[src/rtl/ones_pattern_generator.sv]
// ones_pattern_generator: walks every 7-bit word with exactly K ones in
// ascending order, one word per valid/ready transfer. The successor of each
// word is produced combinationally with Gosper's constant-weight increment,
// so a new word is presented on the edge right after every transfer.
module ones_pattern_generator (
  input  logic       clk,
  input  logic       rst_n,
  input  logic       start,
  input  logic [2:0] count_in,
  output logic       busy,
  output logic [6:0] data_out,
  output logic       valid,
  input  logic       ready,
  output logic       last,
  output logic [5:0] index,
  output logic       done
);

  typedef enum logic {IDLE, EMIT} state_t;

  state_t     state, state_nxt;
  logic [2:0] k_q;
  logic [6:0] word_q;
  logic [5:0] idx_q;
  logic       done_q;

  logic       xfer;
  logic       at_final;
  logic       seq_end;
  logic [7:0] first_w;
  logic [7:0] final_w;

  // Gosper intermediates, all 8 bits wide so the carry out of bit 6 is kept
  logic [7:0] g_x, g_c, g_r, g_t, g_n;
  logic [2:0] g_tz;

  assign xfer = (state == EMIT) && ready;

  // Lowest word with K ones for the count being latched: (1<<K)-1
  assign first_w = (8'd1 << count_in) - 8'd1;

  // Highest word with K ones for the latched count: the K ones packed to the top
  always_comb begin
    final_w = ((8'd1 << k_q) - 8'd1) << (3'd7 - k_q);
  end

  assign at_final = (word_q == final_w[6:0]);

  // Successor: c = x & -x; r = x + c; next = r | (((r ^ x) >> 2) >> tz(c))
  always_comb begin
    g_x  = {1'b0, word_q};
    g_c  = g_x & (~g_x + 8'd1);
    g_r  = g_x + g_c;
    g_tz = 3'd0;
    for (int i = 6; i >= 0; i--) begin
      if (g_c[i]) g_tz = i[2:0];
    end
    g_t  = ((g_r ^ g_x) >> 2) >> g_tz;
    g_n  = g_r | g_t;
  end

  // A carry out of bit 6 also means the constant-weight space is exhausted
  assign seq_end = at_final | g_n[7];

  // State register
  always_ff @(posedge clk or negedge rst_n) begin
    if (!rst_n) state <= IDLE;
    else        state <= state_nxt;
  end

  // Next-state logic: start is only looked at in IDLE
  always_comb begin
    state_nxt = state;
    case (state)
      IDLE:    if (start)           state_nxt = EMIT;
      EMIT:    if (xfer && seq_end) state_nxt = IDLE;
      default:                      state_nxt = IDLE;
    endcase
  end

  // Datapath: latch K and first word on start, advance on each transfer
  always_ff @(posedge clk or negedge rst_n) begin
    if (!rst_n) begin
      k_q    <= 3'd0;
      word_q <= 7'd0;
      idx_q  <= 6'd0;
      done_q <= 1'b0;
    end else begin
      done_q <= 1'b0;
      if (state == IDLE) begin
        if (start) begin
          k_q    <= count_in;
          word_q <= first_w[6:0];
          idx_q  <= 6'd0;
        end
      end else if (xfer) begin
        if (seq_end) begin
          word_q <= 7'd0;
          idx_q  <= 6'd0;
          done_q <= 1'b1;
        end else begin
          word_q <= g_n[6:0];
          idx_q  <= idx_q + 6'd1;
        end
      end
    end
  end

  // Outputs decoded from state; word and index come straight from registers
  always_comb begin
    valid    = (state == EMIT);
    busy     = (state == EMIT);
    last     = (state == EMIT) && at_final;
    data_out = word_q;
    index    = idx_q;
    done     = done_q;
  end

endmodule
[config.mk]
export PLATFORM = sky130hd
export DESIGN_NAME = ones_pattern_generator
export DESIGN_NICKNAME = d
export VERILOG_FILES = /design/src/rtl/ones_pattern_generator.sv
export SDC_FILE = /design/constraint.sdc
export NUM_CORES = 1
export LEC_CHECK = 0
export CAP_MARGIN = 15
export CORE_MARGIN = 2
export CORE_UTILIZATION = 58
export CTS_CLUSTER_SIZE = 14
export DETAILED_ROUTE_END_ITERATION = 8
export HOLD_SLACK_MARGIN = 0.1
export PLACE_DENSITY = 0.85
export SLEW_MARGIN = 20
export SYNTH_ARGS = -nofsm -noshare
export SYNTH_HDL_FRONTEND = slang
export SYNTH_SLANG_ARGS = --single-unit
[constraint.sdc]
create_clock -name clk -period 8.9 [get_ports clk]
set_input_delay 2.225 -clock clk [delete_from_list [all_inputs] [get_ports clk]]
set_output_delay 2.225 -clock clk [all_outputs]
set_load 0.05 [all_outputs]
* After elaboration in Yosys (flattened, before gate mapping)
Index checks and enable logic that the tools add are counted.
W data, S select, Z words.
** Word-level totals
- Register bits after elaboration :: 18
- Bits in latches :: 0
- Bits in writable memories :: 0
- Memory bits (read-only) :: 0
- Input port bits :: 7
- Output and inout port bits :: 17
- Logic and storage cells :: 50
- Memories kept :: 0
** Cells by class
- $add $sub $neg :: 6
- Multipliers :: 0
- Divide/modulo/power cells :: 0
- Magnitude comparators :: 0
- Equality and inequality tests :: 2
- Shifts and indexed selects :: 4
- Mux-type cells :: 21
- Bitwise operators :: 6
- Reductions and logical operators :: 6
** Operators by type and width (count)
- $mux W7 :: 4
- $mux W6 :: 4
- $mux W3 :: 7
- $add A7 B8 Y8 :: 1
- $add A8 B1 Y8 const B :: 1
- $and A7 B8 Y8 :: 1
- $not A7 Y8 :: 1
- $or A8 B8 Y8 :: 1
- $shl A1 B3 Y8 const A :: 1
- $shl A8 B3 Y7 :: 1
- $shr A6 B3 Y8 :: 1
- $sub A8 B1 Y8 const B :: 1
- $xor A8 B7 Y8 :: 1
- $eq A7 B7 Y1 :: 1
- $shl A1 B3 Y7 const A :: 1
- $sub A7 B1 Y7 const B :: 1
- $add A6 B1 Y6 const B :: 1
- $mux W1 :: 5
- $reduce_and A2 Y1 :: 2
- $logic_and A1 B1 Y1 :: 3
- $sub A3 B3 Y3 const A :: 1
- $ne A2 B1 Y1 const B :: 1
- $pmux W1 S2 :: 1
- $reduce_bool A2 Y1 :: 1
- 2 further kinds :: 2

* Logic depth before layout (Yosys ltp)
Gate-level depths: netlist (run 1).
- Word-level depth :: 16
- Gate-level depth with buffers :: 11
- Mapped depth without buffers :: 10

* Least setup slack after synthesis (run 1)
OpenSTA, ideal clock, no wires.
- Path type :: register to output
- From :: reg k_q[1]
- To :: out last
- Arrival time :: 3.115 ns
- Data required time :: 6.675 ns
- Path slack :: 3.560 ns
- Cell stages (with the launch flop) :: 9
- Path buffers :: 1
- Cell sequence :: dfrtp_1 -> buf_6 -> or3_1 -> ha_1 -> and2b_4 -> o32ai_4 -> xor2_1 -> o2111ai_2 -> nor3_1
** Between the ends
- Longest elaborated chain between the ends :: 5
- Elaborated cells on any way between the ends :: 6
- Those cells by class :: add/sub (2); eq/ne (1); shift (2); reduce/logical (1)
** RTL lines
- start: declaration :: RTL line 22 : logic [2:0] k_q;
- start signal: assignment :: RTL line 92 : k_q <= count_in;
- $shl A1 B3 Y8 :: RTL line 44 : final_w = ((8'd1 << k_q) - 8'd1) << (3'd7 - k_q);
- $sub A8 B1 Y8 :: RTL line 44
- $shl A8 B3 Y7 (*) :: RTL line 44
- $eq A7 B7 Y1 (*) :: RTL line 47 : assign at_final = (word_q == final_w[6:0]);
- $logic_and A1 B1 Y1 (*) :: RTL line 113 : last = (state == EMIT) && at_final;
- end: declaration :: RTL line 14 : output logic last,
Mark *: on every way between the ends. The rest lies on a longest branch, timed or not.

* Worst setup path after layout (run 1)
Same ends and word-level chain as after synthesis.

==> results by group, run 1 <==
Synth
  • Yosys Warn Count: 0
  • Synth top area cells: dfrtp_1, nand2_1, o21ai_0, a21oi_1, nor2_1
  • Post-synth EDFFs: 0
  • Cell taking the most area after synthesis: dfrtp_1
  • Yosys top cell area share: 28.1%
  • Syn Area/Cell: between 7 and 8 sq um
  • Synthesized flop and latch total: 18
  • Unique masters post-synth: 55
  • Ys async rst share: 100%
  • Post-synth top cells: nand2_1, dfrtp_1, o21ai_0
  • Syn Nets: approximately 220
  • Post-Syn Instances: ~210
  • Part of the Yosys area used for sequential elements: between 20% and 30%
  • Synthesized cell area: ~1600 sq um
  • Count leader, synth: nand2_1
  • Ys flop type: dfrtp_1

Timing
  • Max Slew Vio Count: 0
  • PnR worst setup slack: 3.07 ns
  • Worst Skew: between 0.002 and 0.003 ns
  • Final setup violating endpoints: 0
  • Tcrit/Tclk final: around two thirds
  • Worst-Margin Slew: around 0.78 ns
  • Tmin final: ~5.8 ns
  • Slew HR: a little under half
  • Unrepaired setup endpoints after global routing: false
  • TNS Setup: 0 ns
  • Fin. Hold Viols: 0
  • Max Fclk: around 170 MHz

Worst setup path
  • R2R Setup Slk: 5.77 ns
  • CP endpoint kind: primary output
  • WS Path Type: flip-flop to primary output
  • Worst-path cell chain: or3_1 -> ha_1 -> nand2_1 -> a211o_1 -> a32oi_1 -> nand4b_2 -> nor3_1 -> clkdlybuf4s50_1
  • Top delay family on crit path: simple AND/OR/NAND/NOR gates
  • CP max stage cell: clkdlybuf4s50_1
  • Critical Path RT: roughly 6.7 ns
  • Crit path buffers/inverters: 1
  • Crit path launch type: flip-flop
  • Max Fanout on Critical Path: 15
  • CP max stage delay: ~0.83 ns
  • Critical path arrival: 3.60 ns

Die
  • Starting Density: 59.6%
  • Core Region: 2690 sq um
  • IO Count: 24
  • Die Height: 56.5 microns
  • Die Wd: ~57 microns
  • Total die area: 3200 sq um
  • Rows: 19

Global routing
  • First-pass GRT wire length: roughly 7300 microns
  • Largest net degree at the start of global routing: 21
  • GRT overflow: 0
  • Initial antenna violation count: 0
  • Vias in the first global route: between 1500 and 2000
  • GRT Util Overall: 28.2%

Worst hold path
  • HP Class: flip-flop to flip-flop

Routing
  • DRT Pass-1 Iters: 5
  • Vias per inst: about 6.7
  • DR vias: between 1500 and 2000
  • Antenna-violating nets left: 0
  • Total routed wirelength: 4190 microns
  • 1st-iter DRT viols: 99
  • Routed len/inst: approximately 17 microns
  • # DRC: 0

Clock tree
  • CTS tree: done
  • Clock slew at reported path FFs: ~0.1 ns
  • CTS max path bufs: 2
  • Clock sinks: 18
  • # resized after CTS: 0
  • H-Tree Depth: 1
  • TritonCTS Buffers: 3
  • Hold_buf cts: 0
  • Clk_lat worst skew: approximately 0.3 ns
  • Post-CTS setup buffer count: 0
  • Root buffer cell: clkbuf_4

Cells and area
  • Area Growth Syn to Fin: 13.0%
  • Ratio of cells with drive above 1 in the final layout: 6.91%
  • Post-Layout Cell Count: between 200 and 250
  • Diode count: 0
  • Final nets: about 230

Power and ir drop
  • Total power: roughly 0.8 mW
  • Lkg Pwr: approximately 0.73 nW
  • Maximum VDD drop: between 0.2 and 0.3 mV
  • P per Cell Area: 436 nW/um^2

Outcome
  • Status: complete, no violations

Place
  • Placer congestion estimate: about 0.90
  • Port Buffers: 23
  • Post-DP HPWL: between 3000 and 4000 microns
  • Cells after DPL: ~240
  • Post-place setup slack: 3.47 ns

Job
  • Maxcap violations: 0
-- layout by cell type, fill, tap and decap left out, types with 2 or more instances in the layout --
| cell | n |
|---|---|
| nand2_1 | 32 |
| clkdlybuf4s50_1 | 23 |
| o21ai_0 | 18 |
| dfrtp_1 | 18 |
| nor2_1 | 17 |
| a21oi_1 | 14 |
| inv_1 | 7 |
| nor3_1 | 7 |
| nand2b_1 | 7 |
| a31oi_1 | 5 |
| nor2b_1 | 5 |
| xor2_1 | 3 |
| a211oi_1 | 3 |
| o211ai_1 | 3 |
| a22o_1 | 3 |
| clkbuf_4 | 3 |
| or3_1 | 2 |
| or2b_1 | 2 |
| and2_1 | 2 |
| a22oi_1 | 2 |
| nand4_1 | 2 |
| o32a_1 | 2 |
| o221ai_1 | 2 |
| o31ai_1 | 2 |
| nand3_1 | 2 |
| o41ai_1 | 2 |
| a31o_1 | 2 |
| ha_1 | 2 |
-- sequential cells by signal (all words and copies together) (netlist names) --
name / flops
busy: 1
data_out: 7
done: 1
index: 6
k_q: 3
-- path summary, 6_finish.rpt --
kind	startpoint	end	depth (start not counted)
hold reg to reg	index[0]$_DFFE_PN0P_	index[0]$_DFFE_PN0P_	1
setup reg to reg	k_q[1]$_DFFE_PN0P_	data_out[1]$_DFFE_PN0P_	9
setup / recovery	k_q[1]$_DFFE_PN0P_	last	8
hold / removal	index[0]$_DFFE_PN0P_	index[0]$_DFFE_PN0P_	1
min in group asynchronous	rst_n	data_out[3]$_DFFE_PN0P_	1
max in group asynchronous	rst_n	k_q[2]$_DFFE_PN0P_	1
-- report_power, final --
group / internal [mW] / switching [mW]
sequential: 0.114 / 0.111
clock: 0.0250 / 0.0257
combinational: 0.201 / 0.311
-- per-stage QoR --
step | area [sq um] | utilization [%] | hold slack [ns]
after floorplan | 1600 | - | 0.635
after global placement | 1770 | 66.0 | 0.532
after detailed placement | 1770 | 66.0 | 0.545
after CTS | 1810 | 67.3 | 0.570
after global routing | 1810 | 67.3 | 0.591
final | 1810 | 67.3 | 0.564
-- final cells by class --
class	count	area (sq um)
clock buffer	4	36.3
fill	228	877
inverter	7	26.3
multi-input combinational	165	1030
sequential	18	450
tap	31	38.8
timing repair buffer	23	230
-- cell families after synthesis --
kind of cell | after synthesis | synth area share (%)
buf+inv | 25 | 7.73
compound gates | 72 | 32.7
flops | 18 | 28.1
simple gates | 87 | 27.7
xor+xnor | 4 | 2.19
fa+ha+maj | 2 | 1.56
-- routing by layer --
| metal | GRT usage [%] | wire, microns | share of wire (%) |
|---|---|---|---|
| met2 | 45.5 | 2020 | 48 |
| met5 | 0 | 0 | 0 |
| met3 | 4.38 | 282 | 6.7 |
| met1 | 36.5 | 1760 | 42 |
| met4 | 14.3 | 125 | 3.0 |
Power figures use the tool's default switching activity.
==> run 2: changes to the inputs <==
CORE_UTILIZATION = 54   (was 58)
PLACE_DENSITY = 0.8   (was 0.85)
clock period = 5.6 ns   (was 8.9 ns; I/O delays follow)
==> results by group, run 2 (synthesized netlist as in run 1, its figures left out) <==
Outcome
  • Status: complete, no violations

Global routing
  • GRT Util Overall: 25.8% (-2.5 points)
  • Vias in the first global route: 1533 (-2.7%)
  • Initial antenna violation count: 0 (unchanged)
  • Largest net degree at the start of global routing: 21 (unchanged)
  • GRT overflow: 0 (unchanged)
  • First-pass GRT wire length: 6890 microns (-5.4%)

Worst setup path
  • Top delay family on crit path: simple AND/OR/NAND/NOR gates
  • CP max stage delay: 0.83 ns (about the same)
  • Critical path arrival: 3.54 ns (-0.06 ns)
  • Max Fanout on Critical Path: 15 (unchanged)
  • Crit path buffers/inverters: 1 (unchanged)
  • CP max stage cell: clkdlybuf4s50_1
  • CP endpoint kind: primary output
  • Worst-path cell chain: or3_1 -> ha_1 -> nand2_1 -> a211o_1 -> a32oi_1 -> nand4b_2 -> nor3_1 -> clkdlybuf4s50_1
  • WS Path Type: flip-flop to primary output
  • Crit path launch type: flip-flop
  • Critical Path RT: 4.20 ns (-2.48 ns)

Cells and area
  • Largest register FFs: 7 (unchanged)
  • Ratio of cells with drive above 1 in the final layout: 6.91% (unchanged)
  • Area Growth Syn to Fin: 13.0% (unchanged)
  • Post-Layout Cell Count: 248 (unchanged)
  • Commonest cells after routing, fill and taps aside: nand2_1, clkdlybuf4s50_1, o21ai_0, dfrtp_1, nor2_1
  • Commonest non-fill, non-tap cell in the layout: nand2_1
  • Diode count: 0 (unchanged)
  • Final nets: 227 (unchanged)

Routing
  • Antenna-violating nets left: 0 (unchanged)
  • Vias per inst: 6.48 (-2.6%)
  • DRT Pass-1 Iters: 5 (unchanged)
  • Total routed wirelength: 3910 microns (-6.7%)
  • Routed len/inst: 15.8 microns (-6.7%)
  • 1st-iter DRT viols: 208 (+110%)
  • DR vias: 1608 (-2.6%)
  • # DRC: 0 (unchanged)

Power and ir drop
  • Switching Power: 0.693 mW (+55%)
  • Reg power frac: 28.7% (about the same)
  • Comb power frac: 64.9% (about the same)
  • Maximum VDD drop: 0.537 mV (+87%)
  • Switch share: 56.2% (-0.64 points)
  • Clock Power Share: 6.3% (about the same)
  • Internal power: 0.540 mW (+59%)
  • Lkg Pwr: 0.732 nW (unchanged)
  • Total power: 1.23 mW (+56%)
  • P per Cell Area: 682 nW/um^2 (+56%)

Timing
  • TNS Setup: 0 ns (unchanged)
  • Tmin final: approximately 5 ns
  • Slew HR: 46.0% (-1.9 points)
  • Fin. Hold Viols: 0 (unchanged)
  • Max Fclk: 203 MHz
  • Max Slew Vio Count: 0 (unchanged)
  • Worst Skew: 0.00347 ns (+0.000634 ns)
  • Unrepaired setup endpoints after global routing: false
  • Final setup violating endpoints: 0 (unchanged)
  • Tcrit/Tclk final: between 80% and 90%
  • Worst-Margin Slew: 0.807 ns (+0.0290 ns)
  • PnR worst setup slack: 0.663 ns (-2.41 ns)

Clock tree
  • H-Tree Depth: 1 (unchanged)
  • Clock sinks: 18 (unchanged)
  • Hold_buf cts: 0 (unchanged)
  • CTS tree: done
  • Post-CTS setup buffer count: 0 (unchanged)
  • Clock slew at reported path FFs: 0.10 ns (about the same)
  • Root buffer cell: clkbuf_4
  • # resized after CTS: 0 (unchanged)
  • Clk_lat worst skew: 0.29 ns (about the same)
  • TritonCTS Buffers: 3 (unchanged)
  • CTS max path bufs: 2 (unchanged)

Job
  • Maxcap violations: 0 (unchanged)

Die
  • Die Height: 58.5 microns (+3.4%)
  • IO Count: 24 (unchanged)
  • Core Region: 2780 sq um (+3.5%)
  • Starting Density: 57.6% (-2.0 points)
  • Die Wd: 58.5 microns (+3.4%)
  • Rows: 19 (unchanged)
  • Total die area: 3420 sq um (+6.9%)

Place
  • Cells after DPL: 244 (unchanged)
  • Post-DP HPWL: 2920 microns (-4.0%)
  • Post-place setup slack: 0.988 ns (-2.48 ns)
  • Port Buffers: 23 (unchanged)
  • Placer congestion estimate: 0.899 (+0.22%)

Worst hold path
  • HP Class: flip-flop to flip-flop
-- run 2: per-layer routing --
layer / vias to the layer above / GRT usage (%) / share of wire, %
li1: 776 / - / -
met1: 749 / 33.6 / 43
met2: 73 / 42.9 / 47
met3: 10 / 4.18 / 7.6
met4: 0 / 9.97 / 1.8
met5: - / 0 / 0
-- run 2: worst paths after layout --
path | slack, ns | cells past startpoint | from | end
setup / recovery | 0.66 | 8 | k_q[1]$_DFFE_PN0P_ | last
hold / removal | 0.56 | 1 | index[0]$_DFFE_PN0P_ | index[0]$_DFFE_PN0P_
setup reg to reg | 2.51 | 9 | k_q[1]$_DFFE_PN0P_ | data_out[1]$_DFFE_PN0P_
hold reg to reg | 0.56 | 1 | index[0]$_DFFE_PN0P_ | index[0]$_DFFE_PN0P_
max in group asynchronous | 3.53 | 1 | rst_n | k_q[2]$_DFFE_PN0P_
min in group asynchronous | 1.57 | 1 | rst_n | index[2]$_DFFE_PN0P_
-- run 2: final cells by class --
class	instances	area, sq um
repair buffers	23	230
clock buffers	4	36.3
well taps	31	38.8
multi-input cells	165	1030
flip-flops and latches	18	450
fillers	249	972
inverters	7	26.3
-- run 2: power by group through the flow --
| stage | registers, mW | clock network, mW | logic, mW |
|---|---|---|---|
| 2_1_floorplan | 0.371 | 0 | 0.597 |
| 3_3_place_gp | 0.347 | 0 | 0.780 |
| 3_5_place_dp | 0.351 | 0 | 0.797 |
| 4_1_cts | 0.349 | 0.0791 | 0.800 |
| 5_1_grt | 0.372 | 0.0836 | 0.871 |
| 6_report | 0.354 | 0.0783 | 0.801 |
-- run 2: through the flow --
| step | instance area (sq um) | utilization, % | hold WS [ns] |
|---|---|---|---|
| finish | 1810 | 65.0 | 0.558 |
| global route | 1810 | 65.0 | 0.595 |
| CTS | 1810 | 65.0 | 0.567 |
| detailed placement | 1770 | 63.7 | 0.545 |
| global placement | 1770 | 63.7 | 0.531 |
| floorplan | 1600 | - | 0.635 |
